## config.mk

```make
export PLATFORM = sky130hd
export DESIGN_NAME = unpremuat_16_ser
export DESIGN_NICKNAME = d
export VERILOG_FILES = /design/src/rtl/unpremuat_16_ser_pkg.sv /design/src/rtl/unpremuat_16_bank.sv /design/src/rtl/unpremuat_16_ser.sv
export SDC_FILE = /design/constraint.sdc
export NUM_CORES = 1
export LEC_CHECK = 0
export CAP_MARGIN = 15
export CORE_MARGIN = 4
export CORE_UTILIZATION = 52
export CTS_BUF_LIST = sky130_fd_sc_hd__clkbuf_16
export CTS_CLUSTER_SIZE = 40
export DETAILED_ROUTE_END_ITERATION = 10
export GPL_ROUTABILITY_DRIVEN = 0
export GPL_TIMING_DRIVEN = 0
export PLACE_DENSITY = 0.76
export SLEW_MARGIN = 20
export SYNTH_ARGS = -nofsm -noshare
export SYNTH_HDL_FRONTEND = slang
export SYNTH_SLANG_ARGS = --single-unit
```

## constraint.sdc

```tcl
create_clock -name clk -period 98.7 [get_ports clk]
set_input_delay 29.61 -clock clk [delete_from_list [all_inputs] [get_ports clk]]
set_output_delay 29.61 -clock clk [all_outputs]
set_load 0.005 [all_outputs]
```

## src/rtl/unpremuat_16_ser_pkg.sv

```systemverilog
// rtl/unpremuat_16_ser_pkg.sv - coefficient width, vector length and 16-point permutation map
package unpremuat_16_ser_pkg;

    localparam int DW = 28;
    localparam int N  = 16;

    // Natural index n -> position in the permuted vector. Forward is a 4-bit
    // rotate-left (even/odd split); inverse is the matching rotate-right.
    function automatic logic [3:0] src_idx(
        input logic [3:0] n,
        input logic       enable,
        input logic       inverse
    );
        logic [3:0] s;
        if (!enable) begin
            s = n;
        end else if (!inverse) begin
            s = {n[2:0], n[3]};
        end else begin
            s = {n[0], n[3:1]};
        end
        return s;
    endfunction

endpackage

```

## src/rtl/unpremuat_16_bank.sv

```systemverilog
// rtl/unpremuat_16_bank.sv - one 16-coefficient vector buffer with its latched mode and full flag
module unpremuat_16_bank
    import unpremuat_16_ser_pkg::*;
(
    input  logic              clk,
    input  logic              rst,
    input  logic              load,
    input  logic              clear,
    input  logic [N*DW-1:0]   data,
    input  logic              enable,
    input  logic              inverse,
    input  logic [3:0]        sel,
    output logic              full,
    output logic              enable_q,
    output logic              inverse_q,
    output logic [DW-1:0]     rdata
);

    logic [DW-1:0] mem [N];

    always_ff @(posedge clk) begin
        if (rst) begin
            full      <= 1'b0;
            enable_q  <= 1'b0;
            inverse_q <= 1'b0;
        end else if (load) begin
            full      <= 1'b1;
            enable_q  <= enable;
            inverse_q <= inverse;
        end else if (clear) begin
            full      <= 1'b0;
        end
    end

    // Storage is left unreset: it is only observed while full is set.
    always_ff @(posedge clk) begin
        if (load && !rst) begin
            for (int k = 0; k < N; k++) begin
                mem[k] <= data[k*DW +: DW];
            end
        end
    end

    assign rdata = mem[sel];

endmodule

```

## src/rtl/unpremuat_16_ser.sv

```systemverilog
// rtl/unpremuat_16_ser.sv - undo 16-point permutation and stream coefficients one per cycle
module unpremuat_16_ser
    import unpremuat_16_ser_pkg::*;
(
    input  logic                 clk,
    input  logic                 rst,
    input  logic                 i_valid,
    output logic                 i_ready,
    input  logic                 i_enable,
    input  logic                 i_inverse,
    input  logic [N*DW-1:0]      i_data,
    output logic                 o_valid,
    input  logic                 o_ready,
    output logic signed [DW-1:0] o_data,
    output logic [3:0]           o_idx,
    output logic                 o_last
);

    logic          wr_ptr;
    logic          rd_ptr;
    logic [3:0]    cnt;
    logic [1:0]    full;
    logic [1:0]    en_q;
    logic [1:0]    inv_q;
    logic [1:0]    load;
    logic [1:0]    clear;
    logic [DW-1:0] rdata [2];
    logic [3:0]    sel   [2];
    logic          in_fire;
    logic          out_fire;
    logic          last_fire;

    assign i_ready   = !full[wr_ptr];
    assign in_fire   = i_valid && i_ready && !rst;
    assign o_valid   = full[rd_ptr];
    assign out_fire  = o_valid && o_ready;
    assign last_fire = out_fire && (cnt == 4'(N - 1));

    generate
        for (genvar b = 0; b < 2; b++) begin : g_bank
            assign load[b]  = in_fire && (wr_ptr == 1'(b));
            assign clear[b] = last_fire && (rd_ptr == 1'(b));
            assign sel[b]   = src_idx(cnt, en_q[b], inv_q[b]);

            unpremuat_16_bank u_bank (
                .clk       (clk),
                .rst       (rst),
                .load      (load[b]),
                .clear     (clear[b]),
                .data      (i_data),
                .enable    (i_enable),
                .inverse   (i_inverse),
                .sel       (sel[b]),
                .full      (full[b]),
                .enable_q  (en_q[b]),
                .inverse_q (inv_q[b]),
                .rdata     (rdata[b])
            );
        end
    endgenerate

    always_ff @(posedge clk) begin
        if (rst) begin
            wr_ptr <= 1'b0;
            rd_ptr <= 1'b0;
            cnt    <= 4'd0;
        end else begin
            if (in_fire) begin
                wr_ptr <= !wr_ptr;
            end
            if (out_fire) begin
                cnt <= cnt + 4'd1;
            end
            if (last_fire) begin
                rd_ptr <= !rd_ptr;
            end
        end
    end

    // Outputs are forced to zero whenever no beat is being offered.
    always_comb begin
        o_data = '0;
        o_idx  = 4'd0;
        o_last = 1'b0;
        if (o_valid) begin
            o_data = rdata[rd_ptr];
            o_idx  = cnt;
            o_last = (cnt == 4'(N - 1));
        end
    end

endmodule

```

==> flow_summary.yaml <==
outcome:
  status: "complete, no violations"
yosys:
  syn_avg_cell_area_um2: 15.0
  synth_edf_count: 896
  synth.yosys.seq_area_share: 0.759
  synthArstFlopShare: 0
  synthFlopType: "edfxtp_1"
  ys_warn_count: 0
  netlist_instances: 2380
  syn_area_mm2: 0.0358
  syn-num-nets: 2835
  yosys.cell_types.count: 58
  ys_ff_latch: 908
setup_path:
  crit_end: "o_data[16]"
  crit_start: "cnt[1]"
  cp_max_fo: 10
  cp_top_family: "buffers and inverters"
  ff2ff_path_depth: 12
  reg2reg_from: "g_bank[0].u_bank.full"
  crit_buf_inv: 4
  max_stage_delay_ns: 0.77
  worstSetupPathType: "reg -> out"
  r2r_end: "g_bank[0].u_bank.mem[10][8]"
  crit_path_start_kind: "flip-flop"
  crit_chain: "buf_2 -> nor2_1 -> a211oi_1 -> clkbuf_1 -> clkbuf_1 -> a211oi_1 -> o41ai_1 -> clkdlybuf4s50_1"
  crit_cells: 8
  regToRegSetupSlack_ns: 94.53
  critPathCaptureType: "output port"
  slowest_stage: "o41ai_1"
  arrival_ns: 4.90
  worst-endpoint-required_ns: 69.09
timing:
  slew_headroom: 0.213
  period_share: 0.350
  tightest_slew_ns: 1.18
  fin_crit_ns: 34.51
  slew_violations: 0
  skew_ns: 0.0149
  rsz0062_at_grt: "no"
  timing.fmax_mhz: 29.0
  hold_viol_final: 0
  setup-tns-final_ns: 0
  setup_viol: 0
floorplanning:
  start_util: 0.529
  ios: 489
  die_w_um: 270
  std_cell_rows: 95
  die_area_mm2: 0.0731
  core_mm2: 0.0676
  dieHeight_um: 270
cts:
  cts_buffers: 91
  h-tree-depth: 3
  root_buffer: "clkbuf_16"
  cts_tree: "built"
  cts_buffer_depth: 3
  numClockSinks: 908
  clkLatencyLatePin_ns: 0.64
  cts.clk_slew.worst_paths_ns: 0.06
  cts_resized: 0
  post_cts_buffers: 0
  cts_hold_buf: 0
place:
  portBuffers: 487
  dpl.hpwl_um: 88200
power:
  power_switching_uw: 202
  p_leak_nw: 15.6
  power_uw: 865
  powerDensity_mw_per_mm2: 19.0
  irDropWorstVdd_v: 0.0000134
  p_int_uw: 663
  swShare: 0.233
  combPwrFrac: 0.102
  seqPwrFrac: 0.514
  pwr-share-clk: 0.384
finish:
  fillerInstances: 4593
  final_common_cell: "edfxtp_1"
  drive_above_1_share: 0.121
  register_area_mm2: 0.0271
  mostFrequentLayoutCells: "896 x edfxtp_1, 493 x nand2_1, 487 x clkdlybuf4s50_1, 221 x mux2i_1, 179 x buf_2"
  area_growth_syn_to_layout_pct: 27.6
  nets: 3574
  multi_input_area_mm2: 0.00790
route:
  vias: 25500
  drt-total-wl_um: 122000
  first_pass_iters: 9
  via_per_inst: 6.22
  drt_iter0_markers: 4209
  route.detailed.drc: 0
  wl_per_cell_um: 29.8
  ant_nets: 0
hold_path:
  min_from: "g_bank[0].u_bank.full"
  hold_class: "reg -> reg"
grt:
  grt_pass1_vias: 25900
  grt_max_degree: 15
  grt_overflow: 0
  grt_pass1_wl_um: 170000
  antenna_found_initial: 41
  grt_use_total: 0.323
flow_run:
  maxCapViolations: 0
[cells in the mapped netlist, drive strengths merged (5+ instances only)]
| library cell | instances | share of area |
|---|---|---|
| a211oi | 91 | 0.019 |
| inv | 9 | 0.00094 |
| a311o | 6 | 0.0017 |
| nand3 | 62 | 0.0087 |
| a32oi | 5 | 0.0012 |
| nand2b | 11 | 0.0019 |
| mux2 | 5 | 0.0018 |
| o41ai | 52 | 0.013 |
| nor2 | 69 | 0.0072 |
| edfxtp | 896 | 0.75 |
| buf | 100 | 0.015 |
| mux2i | 223 | 0.063 |
| and2 | 6 | 0.0010 |
| clkbuf | 46 | 0.0048 |
| a21oi | 92 | 0.013 |
| dfxtp | 12 | 0.0067 |
| o21ai | 35 | 0.0049 |
| nand2 | 494 | 0.052 |
| o22ai | 106 | 0.019 |
| nor2b | 8 | 0.0014 |
[per-layer routing]
metal / global-route usage / vias to the layer above / share of wire
li1: - / 10600 / -
met1: 0.410 / 12300 / 0.35
met2: 0.516 / 2169 / 0.47
met3: 0.0768 / 405 / 0.12
met4: 0.179 / 8 / 0.054
met5: 0 / - / 0.00045
[worst min-delay path, stage by stage (launching register included)]
cell and delay [ns]:
dfxtp_1 0.38, nand2_1 0.08, o21bai_1 0.07
[flip-flops by register name (all words and copies together) (netlist names)]
name                     count
g_bank.u_bank.inverse_q      2
rd_ptr                       1
g_bank.u_bank.enable_q       2
g_bank.u_bank.mem          896
wr_ptr                       1
cnt                          4
g_bank.u_bank.full           2
[worst min path at each step]
stage,end,slack (ns),cells past startpoint
final,g_bank[0].u_bank.full,0.58,2
after global routing,g_bank[0].u_bank.full,0.60,2
after CTS,g_bank[0].u_bank.full,0.56,2
after detailed placement,g_bank[0].u_bank.full,0.56,2
after global placement,wr_ptr,0.50,2
after floorplan,g_bank[0].u_bank.full,0.47,2
[cell families after synthesis]
logic type      Yosys count  synth area share
flops                   908             0.759
simple gates            670            0.0762
compound gates          414            0.0780
mux                     228            0.0644
buf+inv                 155            0.0212
xor+xnor                  4          0.000980
fa+ha+maj                 1          0.000350
[final cells by class]
class,count,area share
well taps,873,0.0239
inverters,9,0.000740
plain buffers,146,0.0159
clock inverters,71,0.0111
repair buffers,646,0.127
clock buffers,93,0.0510
flip-flops and latches,908,0.595
diodes,40,0.00219
multi-input cells,1317,0.173
[stage by stage]
stage	utilization	instances	cell area (um2)	worst slack (ns)	hold WS, ns
4_1_cts	0.673	4061	45500	64.18	0.563
6_report	0.675	4103	45600	64.19	0.580
3_3_place_gp	0.617	3740	41700	-4.08	0.499
2_1_floorplan	-	2380	35800	18.40	0.472
3_5_place_dp	0.631	3897	42700	64.83	0.555
5_1_grt	0.675	4098	45600	64.08	0.605
[power by group through the flow]
| stage | sequential (mW) | combinational [mW] | clock [mW] |
|---|---|---|---|
| 6_report | 0.445 | 0.0885 | 0.332 |
| 5_1_grt | 0.445 | 0.0914 | 0.349 |
| 4_1_cts | 0.445 | 0.0866 | 0.332 |
| 3_5_place_dp | 0.453 | 0.0857 | 0 |
| 3_3_place_gp | 0.488 | 0.0806 | 0 |
| 2_1_floorplan | 0.476 | 0.0356 | 0 |
(Power assumes the default switching activity.)
